`src/rtl/mem_access_ctrl_if.sv`:
```
// mem_access_ctrl_if: CPU request/response bus plus RAM strobe/data bus of the memory sequencer.
interface mem_access_ctrl_if #(
    parameter int ADDR_W = 9,
    parameter int DATA_W = 32
);
    logic              req_valid;
    logic              req_ready;
    logic              req_write;
    logic [31:0]       req_addr;
    logic [DATA_W-1:0] req_wdata;
    logic              rsp_valid;
    logic              rsp_err;
    logic [DATA_W-1:0] rsp_rdata;
    logic [ADDR_W-1:0] ram_address;
    logic [DATA_W-1:0] ram_D;
    logic              ram_read;
    logic              ram_write;
    logic [DATA_W-1:0] ram_Q;
    modport master (
        output req_valid, req_write, req_addr, req_wdata, ram_Q,
        input  req_ready, rsp_valid, rsp_err, rsp_rdata, ram_address, ram_D, ram_read, ram_write
    );
    modport slave (
        input  req_valid, req_write, req_addr, req_wdata, ram_Q,
        output req_ready, rsp_valid, rsp_err, rsp_rdata, ram_address, ram_D, ram_read, ram_write
    );
endinterface

```
`src/rtl/mem_access_ctrl.sv`:
```
// mem_access_ctrl: sequences one registered, glitch-free RAM read/write per request
// and returns a one-cycle response carrying read data or an out-of-range error.
module mem_access_ctrl #(
    parameter int ADDR_W        = 9,
    parameter int DATA_W        = 32,
    parameter int STROBE_CYCLES = 1
) (
    input logic              clock,
    input logic              clear_n,
    mem_access_ctrl_if.slave bus
);
    generate
        if (STROBE_CYCLES < 1 || STROBE_CYCLES > 4) begin : g_bad_cfg
            $error("STROBE_CYCLES must be in 1..4");
        end
    endgenerate
    typedef enum logic [2:0] {IDLE, SETUP, STROBE, HOLD, RESP} state_t;
    state_t     state, state_nx;
    logic       write_q;
    logic [1:0] cnt;
    logic       accept, range_err;
    assign accept    = bus.req_valid & bus.req_ready;
    assign range_err = |bus.req_addr[31:ADDR_W];
    always_comb begin
        state_nx = state;
        case (state)
            IDLE:    state_nx = accept ? (range_err ? RESP : SETUP) : IDLE;
            SETUP:   state_nx = STROBE;
            STROBE:  state_nx = (cnt == 2'(STROBE_CYCLES - 1)) ? HOLD : STROBE;
            HOLD:    state_nx = RESP;
            default: state_nx = IDLE;
        endcase
    end
    // Every output is registered from the next state so strobes come straight off flops.
    always_ff @(posedge clock or negedge clear_n) begin
        if (!clear_n) begin
            state           <= IDLE;
            write_q         <= 1'b0;
            cnt             <= '0;
            bus.req_ready   <= 1'b1;
            bus.rsp_valid   <= 1'b0;
            bus.rsp_err     <= 1'b0;
            bus.rsp_rdata   <= '0;
            bus.ram_address <= '0;
            bus.ram_D       <= '0;
            bus.ram_read    <= 1'b0;
            bus.ram_write   <= 1'b0;
        end else begin
            state         <= state_nx;
            cnt           <= (state == STROBE) ? cnt + 2'd1 : 2'd0;
            bus.req_ready <= state_nx == IDLE;
            bus.rsp_valid <= state_nx == RESP;
            bus.rsp_err   <= (state == IDLE) && accept && range_err;
            bus.ram_read  <= (state_nx == STROBE) && !write_q;
            bus.ram_write <= (state_nx == STROBE) && write_q;
            if ((state == IDLE) && accept && !range_err) begin
                write_q         <= bus.req_write;
                bus.ram_address <= bus.req_addr[ADDR_W-1:0];
                if (bus.req_write) bus.ram_D <= bus.req_wdata;
            end
            if ((state == HOLD) && !write_q) bus.rsp_rdata <= bus.ram_Q;
        end
    end
endmodule

```
`src/flat_wrapper.sv`:
```
// flat-port wrapper written by rule: the top's interface ports become plain ports
module mem_access_ctrl_flat 
#(
    parameter int ADDR_W        = 9,
    parameter int DATA_W        = 32,
    parameter int STROBE_CYCLES = 1
)
  (clock, clear_n, bus_req_valid, bus_req_write, bus_req_addr, bus_req_wdata, bus_ram_Q, bus_req_ready, bus_rsp_valid, bus_rsp_err, bus_rsp_rdata, bus_ram_address, bus_ram_D, bus_ram_read, bus_ram_write);
  mem_access_ctrl_if #(.ADDR_W(ADDR_W), .DATA_W(DATA_W)) bus_i ();
  input logic clock;
  input logic clear_n;
  input wire logic [$bits(bus_i.req_valid)-1:0] bus_req_valid;
  input wire logic [$bits(bus_i.req_write)-1:0] bus_req_write;
  input wire logic [$bits(bus_i.req_addr)-1:0] bus_req_addr;
  input wire logic [$bits(bus_i.req_wdata)-1:0] bus_req_wdata;
  input wire logic [$bits(bus_i.ram_Q)-1:0] bus_ram_Q;
  output wire logic [$bits(bus_i.req_ready)-1:0] bus_req_ready;
  output wire logic [$bits(bus_i.rsp_valid)-1:0] bus_rsp_valid;
  output wire logic [$bits(bus_i.rsp_err)-1:0] bus_rsp_err;
  output wire logic [$bits(bus_i.rsp_rdata)-1:0] bus_rsp_rdata;
  output wire logic [$bits(bus_i.ram_address)-1:0] bus_ram_address;
  output wire logic [$bits(bus_i.ram_D)-1:0] bus_ram_D;
  output wire logic [$bits(bus_i.ram_read)-1:0] bus_ram_read;
  output wire logic [$bits(bus_i.ram_write)-1:0] bus_ram_write;
  assign bus_i.req_valid = bus_req_valid;
  assign bus_i.req_write = bus_req_write;
  assign bus_i.req_addr = bus_req_addr;
  assign bus_i.req_wdata = bus_req_wdata;
  assign bus_i.ram_Q = bus_ram_Q;
  assign bus_req_ready = bus_i.req_ready;
  assign bus_rsp_valid = bus_i.rsp_valid;
  assign bus_rsp_err = bus_i.rsp_err;
  assign bus_rsp_rdata = bus_i.rsp_rdata;
  assign bus_ram_address = bus_i.ram_address;
  assign bus_ram_D = bus_i.ram_D;
  assign bus_ram_read = bus_i.ram_read;
  assign bus_ram_write = bus_i.ram_write;
  mem_access_ctrl #(.ADDR_W(ADDR_W), .DATA_W(DATA_W), .STROBE_CYCLES(STROBE_CYCLES)) u_core (.clock(clock), .clear_n(clear_n), .bus(bus_i));
endmodule
```
`config.mk`:
```
export PLATFORM = sky130hd
export DESIGN_NAME = mem_access_ctrl_flat
export DESIGN_NICKNAME = d
export VERILOG_FILES = /design/src/rtl/mem_access_ctrl_if.sv /design/src/rtl/mem_access_ctrl.sv /design/src/flat_wrapper.sv
export SDC_FILE = /design/constraint.sdc
export NUM_CORES = 1
export LEC_CHECK = 0
export ABC_CLOCK_PERIOD_IN_PS = 2400
export CORE_MARGIN = 3
export CORE_UTILIZATION = 39
export DETAILED_ROUTE_END_ITERATION = 7
export GPL_TIMING_DRIVEN = 1
export PLACE_DENSITY = 0.87
export SKIP_LAST_GASP = 1
export SYNTH_ARGS = -nofsm -noshare
export SYNTH_HDL_FRONTEND = slang
export SYNTH_SLANG_ARGS = --single-unit
```
`constraint.sdc`:
```
create_clock -name clock -period 2.4 [get_ports clock]
set_clock_uncertainty 0.1 [all_clocks]
set_input_delay 0.24 -clock clock [delete_from_list [all_inputs] [get_ports clock]]
set_output_delay 0.24 -clock clock [all_outputs]
set_load 0.1 [all_outputs]
```
# Yosys cells after proc, flatten, opt, wreduce, memory -nomap -nowiden
# Cells that the tools add are included.
[classes] eq_ne=5 n_bitwise=1 mux=5 add_sub_neg=1 n_reduce_logical=13
[op_table] cell="$reduce_or A23 Y1" n=1
[op_table] cell="$pmux W3 S4" n=1
[op_table] cell="$eq A3 B2 Y1 const B" n=3
[op_table] cell="$logic_and A1 B1 Y1" n=6
[op_table] cell="$logic_not A3 Y1" n=2
[op_table] cell="$mux W3" n=2
[op_table] cell="$eq A3 B1 Y1 const B" n=1
[op_table] cell="$eq A3 B3 Y1 const B" n=1
[op_table] cell="$add A2 B1 Y2 const B" n=1
[op_table] cell="$logic_not A1 Y1" n=2
[op_table] cell="$logic_not A2 Y1" n=1
[op_table] cell="$mux W2" n=1
[op_table] cell="$reduce_and A2 Y1" n=1
[op_table] cell="$and A1 B1 Y1" n=1
[op_table] cell="$mux W1" n=1
[totals] reg_bits=84

# Depth between registers and ports, before layout
# Gate-level depths: netlist of the first run.
[logic_depth] word_depth=6 mapped_depth=6 depth_no_buf=4

# Worst setup path after synthesis of the first run
# No wires, ideal clock.
[synth_path] path_kind="register to register" from="register u_core.bus.req_ready" to="register u_core.bus.ram_D[10]" path_stages_with_launch=6 synth_period_minus_slack_ns=2.385 arrival_time_ns=2.160 slack_ns=0.015 n_path_buf=2 path_cell_list="dfstp_2 -> nand4b_4 -> or4_4 -> buf_6 -> buf_12 -> mux2_4"
[synth_via] elab_chain_cells=4
[synth_lines] element="start, declared" line="mem_access_ctrl_if.sv:25" rtl="output req_ready, rsp_valid, rsp_err, rsp_rdata, ram_address, ram_D, ram_read, ram_write"
[synth_lines] element="start signal, assigned" line="mem_access_ctrl.sv:40" rtl="bus.req_ready <= 1'b1;"
[synth_lines] element="start signal, assigned" line="mem_access_ctrl.sv:51" rtl="bus.req_ready <= state_nx == IDLE;"
[synth_lines] element="$and A1 B1 Y1" line="mem_access_ctrl.sv:22" rtl="assign accept = bus.req_valid & bus.req_ready;"
[synth_lines] element="$logic_and A1 B1 Y1 (2 in series)" line="mem_access_ctrl.sv:56" rtl="if ((state == IDLE) && accept && !range_err) begin"
[synth_lines] element="$reduce_and A2 Y1 (no line)"
[synth_lines] element="end signal, assigned" line="mem_access_ctrl.sv:59" rtl="if (bus.req_write) bus.ram_D <= bus.req_wdata;"
[synth_lines] element="end, declared" line="mem_access_ctrl_if.sv:25"
# Every way passes these cells.
# A chain may end at the register's enable or synchronous reset.

# Final worst setup path of the first run
[layout_path] from="input bus_req_addr[13]" to="register u_core.bus.ram_D[31]"
[layout_via] elab_chain_cells=4
[layout_lines] element="start, declared" line="flat_wrapper.sv:14" rtl="input wire logic [$bits(bus_i.req_addr)-1:0] bus_req_addr;"
[layout_lines] element="$reduce_or A23 Y1" line="mem_access_ctrl.sv:23" rtl="assign range_err = |bus.req_addr[31:ADDR_W];"
[layout_lines] element="$logic_not A1 Y1" line="mem_access_ctrl.sv:56"
[layout_lines] element="$logic_and A1 B1 Y1" line="mem_access_ctrl.sv:56"
[layout_lines] element="$reduce_and A2 Y1 (no line)"
# Every way passes these cells.

==> impl_metrics.py, run 1 <==
metrics = {
    "clocking": {
        "cts_tree": "built",
        "ctsRootBufferMaster": "clkbuf_8",
        "cts_sinks": 84,
        "cts_setup_buffers": 0,
        "worstSkewPairLatency_ns": 0.34,
        "clockBufferDepth": 2,
        "clk_pin_slew_ns": 0.09,
        "cts_buffers": 9,
        "htreeDepth": 3,
    },
    "worst_setup_path": {
        "ff2ff_setup_slack_ns": 0.37,
        "required_ns": 2.53,
        "r2r_start": "u_core.state[0]$_DFF_PN0_",
        "arrival_ns": 2.20,
        "rr_endpoint": "u_core.bus.ram_D[31]$_DFFE_PN0P_",
        "worst_r2r_path_depth": 5,
        "crit_type": "in2reg",
        "crit_path_end_kind": "flip-flop",
        "crit_fanout": 33,
        "start_kind": "input port",
    },
    "global_route": {
        "grt_overflow_total": 0,
        "grt_pass1_wl_um": 13100,
        "antenna_found_initial": 0,
        "grt_max_degree": 53,
        "grt_pass1_vias": 2596,
        "gr-usage-all-layers_pct": 17.1,
    },
    "yosys": {
        "netlist_area_um2": 3350,
        "netlist_instances": 200,
        "yosysMostFrequentCell": "dfrtp_1",
        "yosysSeqAreaShare_pct": 62.8,
        "synth_ff_type": "dfrtp_1",
        "yosys.area.top_type": "dfrtp_1",
        "yosys.cell_types.count": 26,
        "synth.avg_cell_area_um2": 16.8,
        "synthTopCellsByArea": "dfrtp_1, mux2_2, mux2_4",
        "synth-seq-cells": 84,
        "syn_nets": 301,
        "synth-async-reset-ratio_pct": 100,
        "yosysTopAreaCellShare_pct": 62.0,
        "yosys_warnings": 0,
        "synth_commonest_cells": "dfrtp_1, mux2_2, mux2_4, nor4_1",
        "synth-edff-count": 0,
    },
    "floorplanning": {
        "num_rows": 33,
        "initial_core_util_pct": 40.4,
        "ios": 178,
        "die-area_um2": 9740,
        "die_w_um": 98.7,
        "core_um2": 8300,
        "die_h_um": 98.7,
    },
    "pwr": {
        "power.leakage_nw": 2.72,
        "ir_worst_vdd_mv": 0.313,
        "power_mw": 2.80,
        "p_per_area_nw_per_um2": 532,
    },
    "drt": {
        "vias": 2318,
        "drc": 0,
        "first_pass_iters": 5,
        "viasPerCell": 4.68,
        "routedWlPerCell_um": 16.1,
        "drtAntennaViolNets": 0,
        "drt_iter0_markers": 44,
        "wl_um": 7960,
    },
    "placement": {
        "place.port_buffers": 177,
        "dp_slack_ns": -0.00305,
        "gp_congestion": 0.786,
        "dp.cells": 479,
        "hpwl_um": 6060,
    },
    "finish": {
        "syn_to_final_growth_pct": 57.2,
        "num_antenna_cells": 0,
        "stdcell_count": 495,
        "layout.nets": 487,
        "layout-drive-gt1-share_pct": 45.4,
    },
    "hold_path": {
        "hold_path_class": "in2async",
    },
    "flow_run": {
        "maxCapViolations": 0,
    },
    "sta": {
        "period_minus_slack_ns": 2.07,
        "slew_headroom_pct": 70.7,
        "setup_viol": 0,
        "maxSlewViolCount": 0,
        "rsz0062_at_grt": "no",
        "finalHoldViolCount": 0,
        "maxClockFrequency_ghz": 0.483,
        "period_share_pct": 86.2,
        "tightest_slew_ns": 0.440,
        "layout_setup_ws_ns": 0.331,
    },
    "outcome": {
        "status": "complete, no violations",
    },
}
-- state kept, by name, indices dropped and copies added (netlist names) --
| name | cells |
|---|---|
| u_core.bus.rsp_valid | 1 |
| u_core.write_q | 1 |
| u_core.bus.ram_read | 1 |
| u_core.bus.ram_D | 32 |
| u_core.bus.ram_write | 1 |
| u_core.bus.req_ready | 1 |
| u_core.cnt | 2 |
| u_core.bus.rsp_rdata | 32 |
| u_core.state | 3 |
| u_core.bus.ram_address | 9 |
| u_core.bus.rsp_err | 1 |
-- worst max-delay path by stage --
stage / depth (start not counted) / from / end
finish: 6 / bus_req_addr[13] / u_core.bus.ram_D[31]$_DFFE_PN0P_
global route: 6 / bus_req_addr[13] / u_core.bus.ram_D[15]$_DFFE_PN0P_
CTS: 5 / u_core.state[0]$_DFF_PN0_ / u_core.bus.ram_D[15]$_DFFE_PN0P_
detailed placement: 6 / bus_req_addr[13] / u_core.bus.ram_D[15]$_DFFE_PN0P_
global placement: 6 / bus_req_addr[11] / u_core.bus.ram_D[14]$_DFFE_PN0P_
floorplan: 5 / u_core.bus.req_ready$_DFF_PN1_ / u_core.bus.ram_D[10]$_DFFE_PN0P_
-- cell type report --
cell class / instances / area (µm²)
Multi-Input combinational cell: 104 / 1150
Clock buffer: 10 / 138
Sequential cell: 84 / 2100
Clock inverter: 5 / 86.3
Tap cell: 105 / 131
Timing Repair Buffer: 183 / 1650
Fill cell: 648 / 3030
Inverter: 4 / 15.0
-- through the flow --
step                instance area, µm²  utilization, %  setup TNS (ns)  hold slack, ns
floorplan                         3350               -               0          -0.156
global placement                  5030            60.7               0           0.108
detailed placement                5030            60.7        -0.00451           0.115
CTS                               5270            63.5               0           0.272
global route                      5270            63.5               0           0.301
finish                            5270            63.5               0           0.274
-- where the power goes --
part	leakage, nW	switching (mW)	internal [mW]	total [mW]
combinational	1.45	0.0968	0.159	0.256
sequential	1.16	0.00641	1.42	1.43
clock	0.113	0.503	0.614	1.12
total	2.72	0.606	2.20	2.80
-- cells in the final DEF (no fill, tap or decap), types with 3 or more instances in the layout --
cell,count
buf_4,82
clkbuf_8,10
clkdlybuf4s50_1,98
clkinv_4,3
dfrtp_1,83
inv_1,4
mux2_2,44
mux2_4,29
nor3_1,4
nor4_1,5
o21ai_0,3
-- worst max-delay path, stage by stage --
cell             delay [ns]
clkdlybuf4s50_1        0.41
nor4_1                 0.34
nand2_1                0.15
or4_4                  0.51
buf_12                 0.21
mux2_4                 0.32
-- cells by family (layout without fill, tap and decap cells) --
family,after synthesis,in the layout,share of synthesized area (%)
buf+inv,12,202,3.06
mux,73,73,27.8
simple gates,23,23,4.74
fa+ha+maj,1,1,0.373
flops,84,84,62.8
compound gates,7,7,1.27
-- what timing repair did --
action                                 CTS  global route
hold buffers                             1             0
resized for setup                        0             0
endpoints found under the hold margin   32             0
-- layer usage --
| metal | vias to the layer above | wire [µm] | global-route usage, % | share of wire [%] |
|---|---|---|---|---|
| met3 | 5 | 554 | 5.02 | 7.0 |
| met1 | 1137 | 3240 | 21.4 | 41 |
| met4 | 0 | 38 | 5.04 | 0.48 |
| met5 | - | 0 | 0 | 0 |
| met2 | 92 | 4130 | 28.9 | 52 |
| li1 | 1084 | - | - | - |
Note: power is estimated with default switching activity, not from simulation.
==> run 2: changes to the inputs <==
--- a/config.mk
+++ b/config.mk
@@ -11,6 +11,7 @@
 export DETAILED_ROUTE_END_ITERATION = 7
 export GPL_TIMING_DRIVEN = 1
 export PLACE_DENSITY = 0.87
+export SETUP_SLACK_MARGIN = 0.4
 export SKIP_LAST_GASP = 1
 export SYNTH_ARGS = -nofsm -noshare
 export SYNTH_HDL_FRONTEND = slang
==> impl_metrics.py, run 2 (same netlist as run 1, synthesis figures left out) <==
metrics = {
    "outcome": {
        "status": "complete, no violations",
    },
    "finish": {
        "stdcell_count": 500,
        "syn_to_final_growth_pct": 59.7,
        "layout.nets": 491,
        "num_antenna_cells": 0,
        "largestRegisters": "u_core.bus.ram_D (32), u_core.bus.rsp_rdata (32), u_core.bus.ram_address (9)",
        "layout-drive-gt1-share_pct": 46.6,
        "final_common_cell": "clkdlybuf4s50_1",
        "mostFrequentLayoutCells": "clkdlybuf4s50_1, buf_4, dfrtp_1",
        "fillers": 610,
    },
    "worst_setup_path": {
        "required_ns": 2.53,
        "crit_path_end_kind": "flip-flop",
        "path_cells": "nand4b_4, or4_4, clkbuf_16, mux2_4",
        "worst_r2r_path_depth": 4,
        "rr_endpoint": "u_core.bus.ram_D[25]$_DFFE_PN0P_",
        "start_kind": "flip-flop",
        "r2r_start": "u_core.bus.req_ready$_DFF_PN1_",
        "crit_fanout": 13,
        "arrival_ns": 2.18,
        "cpPeakStageDelay_ns": 0.64,
        "ff2ff_setup_slack_ns": 0.35,
        "cp_slowest_cell": "dfstp_4",
        "crit_type": "reg2reg",
    },
    "drt": {
        "wl_um": 8130,
        "first_pass_iters": 3,
        "drt_iter0_markers": 35,
        "drtAntennaViolNets": 0,
        "viasPerCell": 4.71,
        "wl_met2_um": 4290,
        "top_layer": "met4",
        "wl_met3_um": 538,
        "routedWlPerCell_um": 16.3,
        "drc": 0,
        "vias": 2355,
        "met1_length_um": 3180,
    },
    "placement": {
        "place.port_buffers": 177,
        "gp_congestion": 0.785,
        "dp.cells": 480,
        "hpwl_um": 6140,
    },
    "clocking": {
        "htreeDepth": 3,
        "cts_buffers": 9,
        "cts_tree": "built",
        "ctsRootBufferMaster": "clkbuf_8",
        "clockBufferDepth": 2,
        "clk_pin_slew_ns": 0.09,
        "worstSkewPairLatency_ns": 0.33,
        "cts_sinks": 84,
    },
    "floorplanning": {
        "num_rows": 33,
        "core_um2": 8300,
        "die_w_um": 98.7,
        "ios": 178,
        "die_h_um": 98.7,
        "initial_core_util_pct": 40.4,
        "die-area_um2": 9740,
    },
    "sta": {
        "maxClockFrequency_ghz": 0.489,
        "period_share_pct": 85.2,
        "maxSlewViolCount": 0,
        "period_minus_slack_ns": 2.05,
        "setup_tns_ns": 0,
        "setup_viol": 0,
        "finalHoldViolCount": 0,
        "slew_headroom_pct": 66.5,
        "tightest_slew_ns": 0.503,
        "rsz0062_at_grt": "yes",
    },
    "global_route": {
        "grt_overflow_total": 0,
        "gr-usage-all-layers_pct": 16.8,
        "grt_max_degree": 48,
        "grt_pass1_vias": 2598,
        "antenna_found_initial": 0,
        "grt_pass1_wl_um": 12900,
    },
    "hold_path": {
        "hold_path_class": "in2async",
    },
    "flow_run": {
        "maxCapViolations": 0,
    },
    "pwr": {
        "p_per_area_nw_per_um2": 538,
        "ir_worst_vdd_mv": 0.407,
        "power.leakage_nw": 2.76,
    },
}
## run 2: changes by cell type in the layout (fill, tap and decap cells not counted), sizes merged
cell    change
buf         +3
clkbuf      +1
bufinv      +1
## run 2: worst max path at each step
stage / from / to / slack, ns / cells after the start
floorplan: u_core.bus.req_ready$_DFF_PN1_ / u_core.bus.ram_D[10]$_DFFE_PN0P_ / 0.14 / 5
finish: u_core.bus.req_ready$_DFF_PN1_ / u_core.bus.ram_D[25]$_DFFE_PN0P_ / 0.35 / 4
global route: u_core.bus.req_ready$_DFF_PN1_ / u_core.bus.ram_D[25]$_DFFE_PN0P_ / 0.31 / 4
detailed placement: bus_req_addr[10] / u_core.bus.ram_D[7]$_DFFE_PN0P_ / 0.04 / 6
CTS: u_core.bus.req_ready$_DFF_PN1_ / u_core.bus.ram_D[20]$_DFFE_PN0P_ / 0.35 / 4
global placement: bus_req_addr[10] / u_core.bus.ram_D[8]$_DFFE_PN0P_ / 0.08 / 6
## run 2: layer usage
| layer | up-vias | global-route usage, % |
|---|---|---|
| met1 | 1167 | 19.9 |
| met3 | 9 | 5.73 |
| met5 | - | 0 |
| met4 | 0 | 4.62 |
| li1 | 1085 | - |
| met2 | 94 | 29.3 |
## run 2: cell type report
cell class / instances / area [µm²] / area share [%]
inverter: 4 / 15.0 / 0.281
clock buffer: 10 / 128 / 2.38
tap: 105 / 131 / 2.45
multi-input combinational: 104 / 1160 / 21.7
sequential: 84 / 2110 / 39.4
timing repair buffer: 187 / 1700 / 31.7
clock inverter: 6 / 113 / 2.10
## run 2: power breakdown
part	internal (mW)	switching (mW)	leakage, nW
sequential	1.42	0.00662	1.16
combinational	0.162	0.100	1.47
clock	0.694	0.493	0.120
total	2.28	0.600	2.76
## run 2: repair_timing
item | 4_1_cts | 5_1_grt
buffers inserted | 1 | 1
endpoints found under the hold margin | 37 | 0
gates cloned | 0 | 1
hold buffers | 1 | 0
pin swaps | 0 | 1
endpoints found under the setup margin | 32 | 41
gates resized for setup | 1 | 3
## run 2: worst max-delay path: cells and delay by family, from the launching register on
family        cells  cell delay (ns)
simple gates      2             0.69
flops             1             0.64
buf+inv           1             0.21
mux               1             0.30
## run 2: metrics by stage
step                      cell area, µm²  hold slack [ns]  power (mW)  utilization (%)  worst slack [ns]
after CTS                           5310            0.294        2.92             63.9             0.353
final                               5350            0.296        2.88             64.5             0.355
after detailed placement            5040            0.142        1.72             60.8            0.0370
after floorplan                     3350           -0.156        1.51                -             0.136
after global routing                5350            0.316        3.01             64.5             0.315
after global placement              5040            0.138        1.71             60.8            0.0827
==> run 3: changes to the inputs <==
--- a/config.mk
+++ b/config.mk
@@ -6,8 +6,10 @@
 export NUM_CORES = 1
 export LEC_CHECK = 0
 export ABC_CLOCK_PERIOD_IN_PS = 2400
+export CELL_PAD_IN_SITES_DETAIL_PLACEMENT = 1
+export CELL_PAD_IN_SITES_GLOBAL_PLACEMENT = 2
 export CORE_MARGIN = 3
-export CORE_UTILIZATION = 39
+export CORE_UTILIZATION = 25
 export DETAILED_ROUTE_END_ITERATION = 7
 export GPL_TIMING_DRIVEN = 1
 export PLACE_DENSITY = 0.87
==> impl_metrics.py, run 3 (same netlist as run 1, synthesis figures left out) <==
metrics = {
    "sta": {
        "layout_setup_ws_ns": 0.320,
        "tightest_slew_ns": 0.526,
        "setup_tns_ns": 0,
        "maxSlewViolCount": 0,
        "worst_hold_slack_ns": 0.321,
        "rsz0062_at_grt": "yes",
        "setup_viol": 0,
        "period_minus_slack_ns": 2.08,
        "finalHoldViolCount": 0,
        "slew_headroom_pct": 64.9,
        "period_share_pct": 86.6,
        "maxClockFrequency_ghz": 0.481,
    },
    "global_route": {
        "antenna_found_initial": 0,
        "grt_overflow_total": 0,
        "gr-usage-all-layers_pct": 12.0,
        "grt_max_degree": 47,
        "grt_pass1_wl_um": 13700,
        "grt_pass1_vias": 2573,
    },
    "drt": {
        "viasPerCell": 4.19,
        "first_pass_iters": 4,
        "wl_um": 8920,
        "drt_iter0_markers": 96,
        "drtAntennaViolNets": 0,
        "routedWlPerCell_um": 15.8,
        "vias": 2359,
        "drc": 0,
    },
    "finish": {
        "layout.nets": 488,
        "final_common_cell": "clkdlybuf4s50_1",
        "syn_to_final_growth_pct": 61.9,
        "final_core_util_pct": 42.1,
        "num_antenna_cells": 0,
        "stdcell_count": 563,
        "layout-drive-gt1-share_pct": 45.5,
        "finalInstanceArea_um2": 5420,
        "fillers": 1362,
        "mostFrequentLayoutCells": "clkdlybuf4s50_1, buf_4, dfrtp_1",
        "largestRegisters": "u_core.bus.ram_D (32), u_core.bus.rsp_rdata (32), u_core.bus.ram_address (9)",
    },
    "worst_setup_path": {
        "arrival_ns": 2.19,
        "critPathTopFamily": "simple AND/OR/NAND/NOR gates",
        "path_buf_inv": 1,
        "start_kind": "flip-flop",
        "cpPeakStageDelay_ns": 0.63,
        "path_cells": "nand4b_4, or4_4, buf_12, mux2_4",
        "cp_slowest_cell": "dfstp_4",
        "crit_path_end_kind": "flip-flop",
        "required_ns": 2.51,
        "crit_fanout": 33,
        "crit_type": "reg2reg",
    },
    "floorplanning": {
        "initial_core_util_pct": 26.0,
        "ios": 178,
        "die-area_um2": 14800,
        "die_h_um": 122,
        "die_w_um": 122,
        "num_rows": 41,
        "core_um2": 12900,
    },
    "pwr": {
        "ir_worst_vdd_mv": 0.275,
        "power.leakage_nw": 2.75,
        "p_int_mw": 2.33,
        "power_mw": 2.97,
        "power_frac_clock_pct": 43.0,
        "p_per_area_nw_per_um2": 548,
        "seqPwrFrac_pct": 48.2,
        "power.switching_mw": 0.635,
        "swShare_pct": 21.4,
        "comb_power_share_pct": 8.8,
    },
    "clocking": {
        "htreeDepth": 3,
        "cts_tree": "built",
        "ctsRootBufferMaster": "clkbuf_16",
        "worstSkewPairLatency_ns": 0.33,
        "clockBufferDepth": 2,
        "cts_setup_buffers": 0,
        "clk_pin_slew_ns": 0.06,
        "cts_sinks": 84,
        "cts_buffers": 9,
    },
    "placement": {
        "hpwl_um": 6660,
        "place_area_um2": 5130,
        "place.port_buffers": 177,
        "dp_slack_ns": 0.0267,
        "dp.cells": 547,
        "gp_congestion": 0.722,
    },
    "hold_path": {
        "hold_path_class": "in2async",
    },
    "outcome": {
        "status": "complete, no violations",
    },
    "flow_run": {
        "maxCapViolations": 0,
    },
}
==> run 3: cell type report <==
cell class	count	area, µm²	area share, %
Clock buffer	13	260	4.80
Tap cell	172	215	3.97
Clock inverter	2	10.0	0.185
Inverter	4	15.0	0.277
Multi-Input combinational cell	104	1160	21.3
Timing Repair Buffer	184	1660	30.6
Sequential cell	84	2110	38.9
==> run 3: power groups by stage <==
stage / clock (mW) / combinational, mW / sequential [mW]
final: 1.28 / 0.260 / 1.43
after global routing: 1.41 / 0.279 / 1.43
after CTS: 1.34 / 0.265 / 1.43
after detailed placement: 0 / 0.261 / 1.46
after global placement: 0 / 0.259 / 1.46
after floorplan: 0 / 0.0138 / 1.50
==> run 3: repair_timing <==
| action | 4_1_cts | 5_1_grt |
|---|---|---|
| hold buffers | 1 | 0 |
| endpoints found under the setup margin | 41 | 41 |
| gates resized for setup | 0 | 3 |
| hold endpoints to repair | 38 | 0 |
==> run 3: path summary, 6_finish.rpt <==
check                                                    start                              endpoint  slack, ns  cells past startpoint
hold / removal                                         clear_n  u_core.bus.rsp_rdata[24]$_DFFE_PN0P_       0.32                      2
setup / recovery                u_core.bus.req_ready$_DFF_PN1_       u_core.bus.ram_D[9]$_DFFE_PN0P_       0.32                      4
setup reg to reg                u_core.bus.req_ready$_DFF_PN1_       u_core.bus.ram_D[9]$_DFFE_PN0P_       0.32                      4
min in group clock         u_core.bus.rsp_rdata[6]$_DFFE_PN0P_   u_core.bus.rsp_rdata[6]$_DFFE_PN0P_       0.41                      1
max in group asynchronous                              clear_n        u_core.bus.req_ready$_DFF_PN1_       1.19                      3
hold reg to reg            u_core.bus.rsp_rdata[6]$_DFFE_PN0P_   u_core.bus.rsp_rdata[6]$_DFFE_PN0P_       0.41                      1
==> run 3: worst register-to-register path: cells and delay by family (launching register included) <==
family	cells	cell delay (ns)
mux	1	0.34
buf+inv	1	0.21
simple gates	2	0.69
flops	1	0.63
==> run 3: layer usage <==
metal	vias to the layer above	share of wire [%]	track usage [%]
met2	105	48	19.5
li1	1081	-	-
met3	10	7.9	3.95
met5	-	0	0
met1	1163	42	14.7
met4	0	1.5	5.18
